File: src/rtl/core_pkg.sv
// core_pkg: shared memory-stage types, pipeline register layouts and load/store constants.
package core_pkg;

    localparam int XLEN = 32;
    localparam int REG_AW = 5;
    localparam logic [1:0] RESULT_SRC_LOAD = 2'b01;

    typedef enum logic {
        IDLE,
        WAIT
    } mem_state_t;

    typedef struct packed {
        logic              reg_write;
        logic [1:0]        result_src;
        logic              mem_write;
        logic              byte_addr;
        logic [XLEN-1:0]   alu_result;
        logic [XLEN-1:0]   write_data;
        logic [XLEN-1:0]   pc_plus4;
        logic [REG_AW-1:0] rd;
    } exmem_t;

    typedef struct packed {
        logic              reg_write;
        logic [1:0]        result_src;
        logic [XLEN-1:0]   read_data;
        logic [XLEN-1:0]   alu_result;
        logic [XLEN-1:0]   pc_plus4;
        logic [REG_AW-1:0] rd;
    } memwb_t;

endpackage

File: src/rtl/mem_align.sv
// mem_align: byte-lane strobes and store replication, plus zero-extended byte extraction for loads.
module mem_align
    import core_pkg::*;
(
    input  logic            byte_addr,
    input  logic            is_store,
    input  logic            is_load,
    input  logic [1:0]      addr_lo,
    input  logic [XLEN-1:0] wdata,
    input  logic [XLEN-1:0] rdata,
    output logic [3:0]      wstrb,
    output logic [XLEN-1:0] wdata_lane,
    output logic [XLEN-1:0] rdata_ext
);

    always_comb begin
        wstrb      = is_store ? (byte_addr ? 4'b0001 << addr_lo : 4'hF) : 4'h0;
        wdata_lane = is_store ? (byte_addr ? {4{wdata[7:0]}} : wdata) : '0;
        rdata_ext  = is_load ? (byte_addr ? {24'b0, rdata[8*addr_lo +: 8]} : rdata) : '0;
    end

endmodule

File: src/rtl/mem_stage.sv
// mem_stage: RV32I memory stage - EX/MEM and MEM/WB registers, data-cache handshake, byte alignment.
// Optional MEM_STAGE_PERF_EN adds miss and stall performance counters.
module mem_stage
    import core_pkg::*;
#(
    parameter int DATA_WIDTH             = 32,
    parameter int REGISTER_ADDRESS_WIDTH = 5
) (
    input  logic                              clk,
    input  logic                              CLR,
    input  logic                              RegWriteE,
    input  logic [1:0]                        ResultSrcE,
    input  logic                              MemWriteE,
    input  logic                              ByteAddrE,
    input  logic [DATA_WIDTH-1:0]             ALUResultE,
    input  logic [DATA_WIDTH-1:0]             WriteDataE,
    input  logic [DATA_WIDTH-1:0]             PCPlus4E,
    input  logic [REGISTER_ADDRESS_WIDTH-1:0] RdE,
    output logic                              MemReqM,
    output logic                              MemWeM,
    output logic [DATA_WIDTH-1:0]             MemAddrM,
    output logic [3:0]                        MemWStrbM,
    output logic [DATA_WIDTH-1:0]             MemWDataM,
    input  logic                              MemAckM,
    input  logic [DATA_WIDTH-1:0]             MemRDataM,
    output logic                              StallM,
    output logic [DATA_WIDTH-1:0]             ALUResultM,
    output logic [REGISTER_ADDRESS_WIDTH-1:0] RdM,
    output logic                              RegWriteM,
    output logic                              RegWriteW,
    output logic [1:0]                        ResultSrcW,
    output logic [DATA_WIDTH-1:0]             ReadDataW,
    output logic [DATA_WIDTH-1:0]             ALUResultW,
    output logic [DATA_WIDTH-1:0]             PCPlus4W,
    output logic [REGISTER_ADDRESS_WIDTH-1:0] RdW
`ifdef MEM_STAGE_PERF_EN
    ,
    output logic [31:0]                       PerfMissCntM,
    output logic [31:0]                       PerfStallCntM
`endif
);

    exmem_t          ex_q;
    memwb_t          wb_q;
    mem_state_t      state_q, state_d;
    logic            is_load, is_store, memop;
    logic [XLEN-1:0] read_data;

    assign is_load  = ex_q.result_src == RESULT_SRC_LOAD;
    assign is_store = ex_q.mem_write;
    assign memop    = is_load | is_store;

    // The held EX/MEM op keeps the request stable for the whole miss.
    assign MemReqM    = memop;
    assign MemWeM     = is_store;
    assign MemAddrM   = {ex_q.alu_result[XLEN-1:2], 2'b00};
    assign StallM     = MemReqM & ~MemAckM;
    assign ALUResultM = ex_q.alu_result;
    assign RdM        = ex_q.rd;
    assign RegWriteM  = ex_q.reg_write;

    mem_align u_align (
        .byte_addr  (ex_q.byte_addr),
        .is_store   (is_store),
        .is_load    (is_load),
        .addr_lo    (ex_q.alu_result[1:0]),
        .wdata      (ex_q.write_data),
        .rdata      (MemRDataM),
        .wstrb      (MemWStrbM),
        .wdata_lane (MemWDataM),
        .rdata_ext  (read_data)
    );

    always_ff @(posedge clk) begin
        if (CLR) begin
            ex_q <= '0;
        end else if (!StallM) begin
            ex_q <= '{
                reg_write:  RegWriteE,
                result_src: ResultSrcE,
                mem_write:  MemWriteE,
                byte_addr:  ByteAddrE,
                alu_result: ALUResultE,
                write_data: WriteDataE,
                pc_plus4:   PCPlus4E,
                rd:         RdE
            };
        end
    end

    // A stalled cycle sends a bubble into writeback; the ack edge retires the op.
    always_ff @(posedge clk) begin
        if (CLR || StallM) begin
            wb_q <= '0;
        end else begin
            wb_q <= '{
                reg_write:  ex_q.reg_write,
                result_src: ex_q.result_src,
                read_data:  read_data,
                alu_result: ex_q.alu_result,
                pc_plus4:   ex_q.pc_plus4,
                rd:         ex_q.rd
            };
        end
    end

    assign RegWriteW  = wb_q.reg_write;
    assign ResultSrcW = wb_q.result_src;
    assign ReadDataW  = wb_q.read_data;
    assign ALUResultW = wb_q.alu_result;
    assign PCPlus4W   = wb_q.pc_plus4;
    assign RdW        = wb_q.rd;

    always_ff @(posedge clk) begin
        state_q <= CLR ? IDLE : state_d;
    end

    always_comb begin
        state_d = state_q;
        if (state_q == IDLE) state_d = (memop && !MemAckM) ? WAIT : IDLE;
        else state_d = MemAckM ? IDLE : WAIT;
    end

`ifdef MEM_STAGE_PERF_EN
    always_ff @(posedge clk) begin
        if (CLR) begin
            PerfMissCntM  <= '0;
            PerfStallCntM <= '0;
        end else begin
            if (state_q == IDLE && state_d == WAIT) PerfMissCntM <= PerfMissCntM + 32'd1;
            if (StallM) PerfStallCntM <= PerfStallCntM + 32'd1;
        end
    end
`endif

endmodule
File: config.mk
export PLATFORM = sky130hd
export DESIGN_NAME = mem_stage
export DESIGN_NICKNAME = d
export VERILOG_FILES = /design/src/rtl/core_pkg.sv /design/src/rtl/mem_align.sv /design/src/rtl/mem_stage.sv
export SDC_FILE = /design/constraint.sdc
export NUM_CORES = 1
export LEC_CHECK = 0
export CORE_AREA = 2 2 139 141
export DETAILED_ROUTE_END_ITERATION = 12
export DIE_AREA = 0 0 141 143
export PLACE_DENSITY = 0.79
export RECOVER_POWER = 50
export SETUP_SLACK_MARGIN = 0.3
export SYNTH_ARGS = -nofsm -noshare
export SYNTH_HDL_FRONTEND = slang
export SYNTH_SLANG_ARGS = --single-unit
File: constraint.sdc
create_clock -name clk -period 3.2 [get_ports clk]
set_clock_uncertainty 0.2 [all_clocks]
set_input_delay 0.64 -clock clk [delete_from_list [all_inputs] [get_ports clk]]
set_output_delay 0.64 -clock clk [all_outputs]
set_load 0.02 [all_outputs]
After elaboration in Yosys (flattened, before gate mapping):

Index checks and enable logic that the tools add are counted.

* flip-flop bits (word level): 210
* bits in latches: 0
* memory bits (writable): 0
* ROM bits: 0
* input port bits: 141
* output and inout bits: 213
* logic and storage cells: 30
* memories kept: 0

* add/sub/neg operators: 0
* $mul: 0
* div/mod/pow operators: 0
* magnitude comparators: 0
* equality and inequality tests: 1
* shift-type cells: 2
* muxes and demuxes: 5
* bitwise operators: 4
* reduce and logical (&&, ||, !) cells: 3

Operators by type and width (count)
* $mux 32: 2
* $shiftx 32x6->8: 1
* $mux 4: 2
* $mux 8: 1
* $shl 1x2->4 const A: 1
* $reduce_or 3->1: 1
* $eq 2x1->1 const B: 1
* $not 1->1: 2
* $reduce_or 2->1: 1
* $and 1x1->1: 1
* $logic_or 1x1->1: 1
* $or 1x1->1: 1

Depth between registers and ports, before layout:

Gate-level depths: netlist (run 1).

* word-level depth: 5
* gate-level depth with buffers: 8
* mapped depth without buffers: 5

Hierarchy:

From an unflattened synthesis (run 1), not the netlist that was laid out.

* cells, all modules: 901
* area, all modules: 9261.4 sq um

Modules (own cells, without submodules)
* mem_stage: times used 1, cells an instance 765, area each 8366.8 sq um, sequential area each 4204.0 sq um
* mem_align: times used 1, cells an instance 136, area each 894.6 sq um, sequential area each 0.0 sq um

Worst setup path after synthesis (run 1):

Ideal clock, no wire load.

* path kind: register to output
* start: register ex_q[101] (netlist name)
* end: output MemWDataM[15]
* arrival: 1.302 ns
* required time: 2.360 ns
* setup slack: 1.058 ns
* cell stages (with the launch flop): 5
* path buffers: 2
* cells stage by stage: dfxtp_1 clkbuf_1 clkbuf_1 nand2_1 a21oi_1

* word-level cells in the longest chain between the ends: 2

RTL lines
* start, declared: line mem_stage.sv:43 `exmem_t ex_q;`
* start signal, assigned: line mem_stage.sv:78 `ex_q <= '{`
* $mux 32 (2 in series): line mem_align.sv:18 `wdata_lane = is_store ? (byte_addr ? {4{wdata[7:0]}} : wdata) : '0;`
* end, declared: line mem_stage.sv:23 `output logic [DATA_WIDTH-1:0] MemWDataM,`

Every way passes these cells.

Worst setup path in the final report (run 1):

* start: input MemAckM
* end: output StallM

* word-level cells in the longest chain between the ends: 2

RTL lines
* start, declared: line mem_stage.sv:24 `input logic MemAckM,`
* $not 1->1: line mem_stage.sv:57 `assign StallM = MemReqM & ~MemAckM;`
* $and 1x1->1: line mem_stage.sv:57
* end, declared: line mem_stage.sv:26 `output logic StallM,`

Every way passes these cells.

==> flow_metrics.tcl, run 1 <==
set metrics [dict create \
    fin_crit_ns 2.94 \
    async_flop_share 0 \
    ys.flop_type "dfxtp_1" \
    power.density_nw_per_um2 565 \
    end_kind "output pin" \
    gp_congestion 0.881 \
    port_buffers 351 \
    startpoint_type "input port" \
    cts_buffers 22 \
    htree_levels 1 \
    crit_required_ns 2.36 \
    cp.arrival_ns 2.10 \
    overflow 0 \
    yosysSeqAreaShare 0.542 \
    nets 1287 \
    clock_sinks 210 \
    yosys_warnings 0 \
    ant_nets 0 \
    r2r-start "MemWeM" \
    hpwl_um 15500 \
    outcome "finished, final reports clean" \
    slew_headroom 0.141 \
    grt_usage 0.213 \
    postSynthCellCount 883 \
    synthDominantCellAreaShare 0.542 \
    via_per_inst 4.72 \
    holdWs_ns 0.243 \
    hp-start "ex_q[14]" \
    start_util 0.417 \
    hold_viol_final 0 \
    worstRegToRegCells 7 \
    regToRegSetupSlack_ns 0.49 \
    criticalPathCategory "input port to output pin" \
    final_cells 1394 \
    grt_pass1_wl_um 34300 \
    detail_route.wirelength_um 22500 \
    die_h_um 143 \
    p_total_uw 6570 \
    synthTopCellsByArea "dfxtp_1 (54%), nand2_1 (11%), a21oi_1 (8.6%), and2_1 (8.4%), buf_4 (6.7%)" \
    maxCapViolations 0 \
    drtIter0Drc 257 \
    grt_max_degree 106 \
    timing.rr.end "PCPlus4W[25]" \
    clk_latency_ns 0.51 \
    io-pin-count 354 \
    tns_ns 0 \
    fp.dieW_um 141 \
    clockBufferDepth 3 \
    slew_violations 0 \
    p_leak_uw 0.00478 \
    dieArea_um2 20200 \
    cts_hold_buffers 0 \
    yosysMostFrequentCell "nand2_1" \
    placed_area_um2 10900 \
    rsz0062_at_grt "no" \
    final.fill_count 1587 \
    setup-violations-final 0 \
    syn_area_um2 7750 \
    areaGrowthSynthToFinish_pct 50.1 \
    placedCellCount 1356 \
    tritoncts "done" \
    post-cts-setup-buffers 0 \
    drive_above_1_share 0.0440 \
    drcViolationCount 0 \
    min_to "ex_q[14]" \
    crit_fanout 2 \
    hold_depth 2 \
    ys_ff_latch 210 \
    design_area_um2 11600 \
    synth_enable_flop_cells 0 \
    hold_path_class "flip-flop to flip-flop" \
    synth_top_area_cell "dfxtp_1" \
    vdd_drop_max_v 0.000396 \
    finalCritPeriodShare 0.919 \
    first_pass_iters 5 \
    synth_common_cells "nand2_1 (217), dfxtp_1 (210), a21oi_1 (133)" \
    core_um2 18600 \
    vias 6583 \
    clk_pin_slew_ns 0.06 \
    syn_avg_cell_area_um2 8.78 \
    std_cell_rows 50 \
    synth_cell_type_count 27 \
    tightest_slew_ns 1.29 \
    wire_per_inst_um 16.2 \
    cts_root_buffer "clkbuf_16" \
    grt_pass1_vias 6324 \
    antenna_found_initial 0 \
    fmax_ghz 0.340 \
]
-- through the flow --
stage / util / setup WS, ns
after global placement: 0.587 / 0.382
after floorplan: - / 1.06
after detailed placement: 0.587 / 0.383
after CTS: 0.628 / 0.306
after global routing: 0.626 / 0.154
final: 0.626 / 0.259
-- cells in the final DEF (no fill, tap or decap), drive strengths merged, types with 9 or more instances in the layout --
master         netlist  final
inv                 11     10
nand2b              27     27
dfxtp              210    210
a21oi              133    133
and2               104    104
o21a                 9      9
clkbuf              35     35
dlygate4sd2          0     19
clkdlybuf4s50        0    324
nand2              217    217
nor2                13     13
-- worst max-delay path, cell delays in order --
cell	delay, ns
dlygate4sd3_1	0.56
a21o_4	0.19
clkinvlp_2	0.08
clkdlybuf4s50_1	0.63
-- metal layers --
metal  part of all wire  vias to the layer above  global-route usage
li1                   -                     3261                   -
met1               0.39                     2991               0.252
met2               0.49                      259               0.363
met3              0.070                       72              0.0543
met4              0.049                        0               0.101
met5                  0                        -                   0
-- repair_timing --
action                                  in CTS  in global routing
endpoints found under the setup margin      19                 10
resized for setup                           19                  8
endpoints found under the hold margin        0                  0
-- cell families (layout without fill, tap and decap cells) --
| group | Yosys count | count (layout) | synth area share |
|---|---|---|---|
| other | 1 | 3 | 0.000484 |
| flip-flops | 210 | 210 | 0.542 |
| AND/OR/NAND/NOR | 364 | 364 | 0.223 |
| multiplexers | 8 | 8 | 0.0103 |
| buffers and inverters | 137 | 412 | 0.110 |
| AO/OA/AOI/OAI | 163 | 163 | 0.114 |
-- sequential cells by signal, indices dropped and copies added, names as in the netlist --
name	count
ALUResultM	32
ALUResultW	32
MemWeM	1
PCPlus4W	32
RdM	5
RdW	5
ReadDataW	32
RegWriteM	1
RegWriteW	1
ResultSrcW	2
ex_q	67
-- how the worst max path moves through the flow --
| stage | from | to |
|---|---|---|
| after floorplan | ex_q[101] | MemWDataM[15] |
| after global placement | MemAckM | StallM |
| after detailed placement | MemAckM | StallM |
| after CTS | ex_q[101] | MemWDataM[26] |
| after global routing | MemAckM | PCPlus4W[25] |
| final | MemAckM | StallM |
-- final cells by class --
| type | instances | area (µm²) | share of cell area |
|---|---|---|---|
| Multi-Input combinational cell | 537 | 2700 | 0.232 |
| Clock inverter | 8 | 151 | 0.0130 |
| Clock buffer | 29 | 627 | 0.0539 |
| Sequential cell | 210 | 4200 | 0.361 |
| Antenna cell | 1 | 2.50 | 0.000215 |
| Inverter | 11 | 45.0 | 0.00387 |
| Timing Repair Buffer | 364 | 3610 | 0.311 |
| Tap cell | 234 | 293 | 0.0252 |
-- report_power, final --
part / switching [µW] / internal (µW) / total (µW)
sequential: 81.8 / 2760 / 2840
combinational: 496 / 495 / 991
clock: 1040 / 1690 / 2730
Note: power is estimated with default switching activity, not from simulation.
==> inputs of run 2 (changes only) <==
--- a/config.mk
+++ b/config.mk
@@ -5,10 +5,10 @@
 export SDC_FILE = /design/constraint.sdc
 export NUM_CORES = 1
 export LEC_CHECK = 0
-export CORE_AREA = 2 2 139 141
+export CORE_MARGIN = 2
+export CORE_UTILIZATION = 37
 export DETAILED_ROUTE_END_ITERATION = 12
-export DIE_AREA = 0 0 141 143
-export PLACE_DENSITY = 0.79
+export PLACE_DENSITY = 0.75
 export RECOVER_POWER = 50
 export SETUP_SLACK_MARGIN = 0.3
 export SYNTH_ARGS = -nofsm -noshare
==> constraint.sdc (replaced) <==
create_clock -name clk -period 2.5 [get_ports clk]
set_clock_uncertainty 0.2 [all_clocks]
set_input_delay 0.5 -clock clk [delete_from_list [all_inputs] [get_ports clk]]
set_output_delay 0.5 -clock clk [all_outputs]
set_load 0.02 [all_outputs]
==> run 2 against run 1 <==
Global-route usage shrank 0.93 points. First-iteration DRC count grew 33%. Highest routed layer unchanged. Combinational power grew 32%. Sequential power grew 29%. Core utilization shrank 4.2 points. Via count grew 2.8%. Die area grew 9.7%. Cell count grew 4.2%. Hold slack lost 0.13 ns. Largest power group unchanged.
==> flow_metrics.tcl, run 2 (synthesized netlist as in run 1, its figures left out) <==
set metrics [dict create \
    critPathSlowestCell "dfxtp_4" \
    core_um2 20400 \
    grt_max_degree 72 \
    worstRegToRegCells 7 \
    grt_pass1_vias 6204 \
    first_pass_iters 5 \
    slew_headroom 0.569 \
    antenna_found_initial 1 \
    p_leak_uw 0.00501 \
    placed_area_um2 11000 \
    tritoncts "done" \
    setup-violations-final 0 \
    top_register "ex_q" \
    end_kind "output pin" \
    holdWs_ns 0.110 \
    met2_usage 0.353 \
    startpoint_type "flip-flop" \
    clockBufferDepth 3 \
    utilization 0.584 \
    cts_buffers 23 \
    crit_family "flip-flops" \
    crit_fanout 12 \
    preCtsSetupSlack_ns -0.0783 \
    path_buf_inv 2 \
    grt_util_met3 0.0425 \
    use_met1 0.248 \
    final_cell_mix "clkdlybuf4s50_1 (239), nand2_1 (209), dfxtp_1 (207)" \
    drtIter0Drc 342 \
    timing.rr.end "ALUResultW[2]" \
    layout_commonest_cell "clkdlybuf4s50_1" \
    regToRegSetupSlack_ns 0.29 \
    r2r-start "ex_q[104]" \
    detail_route.wirelength_um 24600 \
    final.fill_count 1825 \
    power.density_nw_per_um2 720 \
    drcViolationCount 0 \
    nets 1304 \
    clock_sinks 210 \
    std_cell_rows 52 \
    vdd_drop_max_v 0.000431 \
    busiest_layer "met2" \
    clk_latency_ns 0.51 \
    hold_viol_final 0 \
    start_util 0.379 \
    wire_per_inst_um 16.9 \
    outcome "finished, final reports clean" \
    drive_above_1_share 0.123 \
    largest_register_ffs 67 \
    fin_ws_ns 0.221 \
    vias 6766 \
    dieArea_um2 22100 \
    tightest_slew_ns 0.646 \
    finalCritPeriodShare 0.912 \
    criticalPathCategory "flip-flop to output pin" \
    cp.arrival_ns 1.58 \
    crit_chain "clkbuf_16, nand2b_1, a21oi_4, buf_6" \
    p_total_uw 8600 \
    clk_pin_slew_ns 0.06 \
    crit_required_ns 1.80 \
    rsz0062_at_grt "yes" \
    slew_violations 0 \
    fin_crit_ns 2.28 \
    cts_root_buffer "clkbuf_16" \
    overflow 0 \
    gp_congestion 0.829 \
    maxCapViolations 0 \
    htree_levels 1 \
    grt_usage 0.203 \
    hold_path_class "input port to flip-flop" \
    startpoint "ex_q[101]" \
    ant_nets 0 \
    port_buffers 351 \
    multi_input_area_um2 2850 \
    areaGrowthSynthToFinish_pct 54.0 \
    fmax_ghz 0.439 \
    io-pin-count 354 \
    hpwl_um 16600 \
    critPathMaxStageDelay_ns 0.40 \
    seqCellArea_um2 4210 \
    die_h_um 149 \
    via_per_inst 4.66 \
    fp.dieW_um 149 \
    crit_cells 4 \
    design_area_um2 11900 \
    cp-endpoint "MemWDataM[21]" \
    grt_pass1_wl_um 35400 \
]
## run 2: cell types whose count changed in the layout (fill, tap and decap cells not counted), sizes merged
cell	delta
clkdlybuf4s50	-85
buf	+44
dlygate4sd2	+41
clkbuf	+16
clkdlybuf4s15	+6
dlymetal6s2s	-6
clkinvlp	+3
inv	+2
diode	+1
## run 2: how the worst min path moves through the flow
stage / end / depth (start not counted) / start
2_1_floorplan: ex_q[10] / 2 / ex_q[10]
3_5_place_dp: PCPlus4W[13] / 1 / ex_q[18]
5_1_grt: ALUResultM[31] / 2 / CLR
3_3_place_gp: PCPlus4W[26] / 1 / ex_q[31]
6_report: ALUResultM[31] / 2 / CLR
4_1_cts: ex_q[12] / 2 / CLR
## run 2: layout make-up
class / count / area share
Antenna cell: 2 / 0.000419
Clock inverter: 12 / 0.0150
Multi-Input combinational cell: 537 / 0.238
Inverter: 11 / 0.00576
Clock buffer: 30 / 0.0538
Timing Repair inverter: 1 / 0.000943
Tap cell: 270 / 0.0283
Sequential cell: 210 / 0.353
Timing Repair Buffer: 379 / 0.305
## run 2: through the flow
stage,setup TNS (ns),instances
2_1_floorplan,0,884
3_3_place_gp,-0.0634,1396
3_5_place_dp,-0.616,1396
4_1_cts,0,1439
5_1_grt,0,1450
6_report,0,1452
## run 2: what timing repair did
action                     CTS  global route
setup endpoints to repair  166            70
gates cloned                 1             4
buffers inserted             0             7
gates resized for setup    234            80
hold buffers                 0             0
pin swaps                    1             7
## run 2: layer usage
layer / share of wire / up-vias
met2: 0.49 / 294
met5: 0 / -
li1: - / 3303
met4: 0.040 / 0
met3: 0.076 / 65
met1: 0.40 / 3104
## run 2: where the power goes
group          switching [µW]  total (µW)  internal [µW]
Sequential                112        3650           3530
Clock                    1410        3640           2240
Combinational             685        1310            622
==> inputs of run 3 (changes only) <==
--- a/config.mk
+++ b/config.mk
@@ -7,6 +7,7 @@
 export LEC_CHECK = 0
 export CORE_MARGIN = 2
 export CORE_UTILIZATION = 37
+export CTS_BUF_LIST = sky130_fd_sc_hd__clkbuf_4 sky130_fd_sc_hd__clkbuf_8 sky130_fd_sc_hd__clkbuf_16
 export DETAILED_ROUTE_END_ITERATION = 12
 export PLACE_DENSITY = 0.75
 export RECOVER_POWER = 50
==> run 3 against run 2 <==
Wire length is 0.35% higher. Combinational power hardly changed. Cell count hardly changed. Sequential share of layout area is 0.33 points lower. Cell area is 0.93% higher. Clock power hardly changed.
==> flow_metrics.tcl, run 3 (synthesized netlist as in run 1, its figures left out) <==
set metrics [dict create \
    top_register "ex_q" \
    via_per_inst 4.65 \
    htree_levels 1 \
    clk_pin_slew_ns 0.06 \
    std_cell_rows 52 \
    final_cell_mix "clkdlybuf4s50_1 (239), nand2_1 (209), dfxtp_1 (207)" \
    layout_commonest_cell "clkdlybuf4s50_1" \
    design_area_um2 12100 \
    first_pass_iters 5 \
    critPathSlowestCell "dfxtp_4" \
    nets 1306 \
    tightest_slew_ns 0.637 \
    criticalPathCategory "flip-flop to output pin" \
    final.fill_count 1801 \
    placed_area_um2 11000 \
    placedCellCount 1396 \
    hpwl_um 16600 \
    setup-violations-final 0 \
    slew_violations 0 \
    drcViolationCount 0 \
    fmax_ghz 0.438 \
    critPathMaxStageDelay_ns 0.40 \
    crit_fanout 12 \
    crit_required_ns 1.80 \
    drtIter0Drc 351 \
    crit_chain "clkbuf_16, nand2b_1, a21oi_4, buf_6" \
    maxCapViolations 0 \
    clk_latency_ns 0.51 \
    cp.arrival_ns 1.58 \
    detail_route.wirelength_um 24600 \
    end_kind "output pin" \
    finalCritPeriodShare 0.913 \
    regToRegSetupSlack_ns 0.29 \
    overflow 0 \
    largest_register_ffs 67 \
    wire_per_inst_um 17.0 \
    clock_sinks 210 \
    hold_viol_final 0 \
    antenna_found_initial 1 \
    port_buffers 351 \
    vias 6754 \
    startpoint_type "flip-flop" \
    rsz0062_at_grt "yes" \
    path_buf_inv 2 \
    tritoncts "done" \
    utilization 0.590 \
    vdd_drop_max_v 0.000428 \
    cts_root_buffer "clkbuf_16" \
    power.density_nw_per_um2 718 \
    io-pin-count 354 \
    core_um2 20400 \
    drive_above_1_share 0.129 \
    dieArea_um2 22100 \
    cts_hold_buffers 0 \
    grt_max_degree 72 \
    grt_pass1_vias 6216 \
    ant_nets 0 \
    final_cells 1453 \
    fin_crit_ns 2.28 \
    die_h_um 149 \
    gp_congestion 0.829 \
    holdWs_ns 0.112 \
    clockBufferDepth 3 \
    p_leak_uw 0.00507 \
    grt_usage 0.204 \
    crit_family "flip-flops" \
    grt_pass1_wl_um 35500 \
    slew_headroom 0.575 \
    cts_buffers 23 \
    outcome "finished, final reports clean" \
    start_util 0.379 \
    hold_path_class "input port to flip-flop" \
    areaGrowthSynthToFinish_pct 55.4 \
    fp.dieW_um 149 \
    tns_ns 0 \
]
run 3: path summary, 6_finish.rpt:
path,start,end,cells after the start
max,ex_q[101],MemWDataM[21],4
min,CLR,ex_q[12],2
max reg2reg,ex_q[104],ALUResultW[2],7
min reg2reg,ex_q[11],ex_q[11],2
run 3: final cells by class:
cell class,instances,area (µm²),area share
tap,270,338,0.0280
multi-input combinational,537,2920,0.242
clock buffer,30,653,0.0542
antenna,1,2.50,0.000208
timing repair inverter,1,11.3,0.000934
sequential,210,4210,0.350
timing repair buffer,381,3660,0.304
inverter,11,68.8,0.00571
clock inverter,12,179,0.0148
run 3: power breakdown:
part / switching, µW / leakage (µW) / internal, µW / total (µW)
Combinational: 694 / 0.00294 / 631 / 1320
Sequential: 116 / 0.00173 / 3530 / 3650
Clock: 1400 / 0.000404 / 2270 / 3670
run 3: repair_timing:
action                                  CTS  global route
endpoints found under the setup margin  166            70
pin swaps                                 1            12
endpoints found under the hold margin     0             0
gates resized for setup                 234            95
gates cloned                              1             4
setup buffers                             0             9
run 3: per-stage QoR:
stage | setup slack, ns | total power (µW)
floorplan | 0.498 | 4430
global placement | -0.0611 | 5000
detailed placement | -0.0783 | 5020
CTS | 0.177 | 8650
global route | 0.0996 | 8980
finish | 0.217 | 8650
run 3: routing by layer:
metal | wire length [µm] | up-vias | GRT usage
met3 | 1870 | 63 | 0.0431
met1 | 9850 | 3106 | 0.248
met5 | 0 | - | 0
met2 | 12000 | 285 | 0.356
met4 | 969 | 0 | 0.0748
li1 | - | 3300 | -
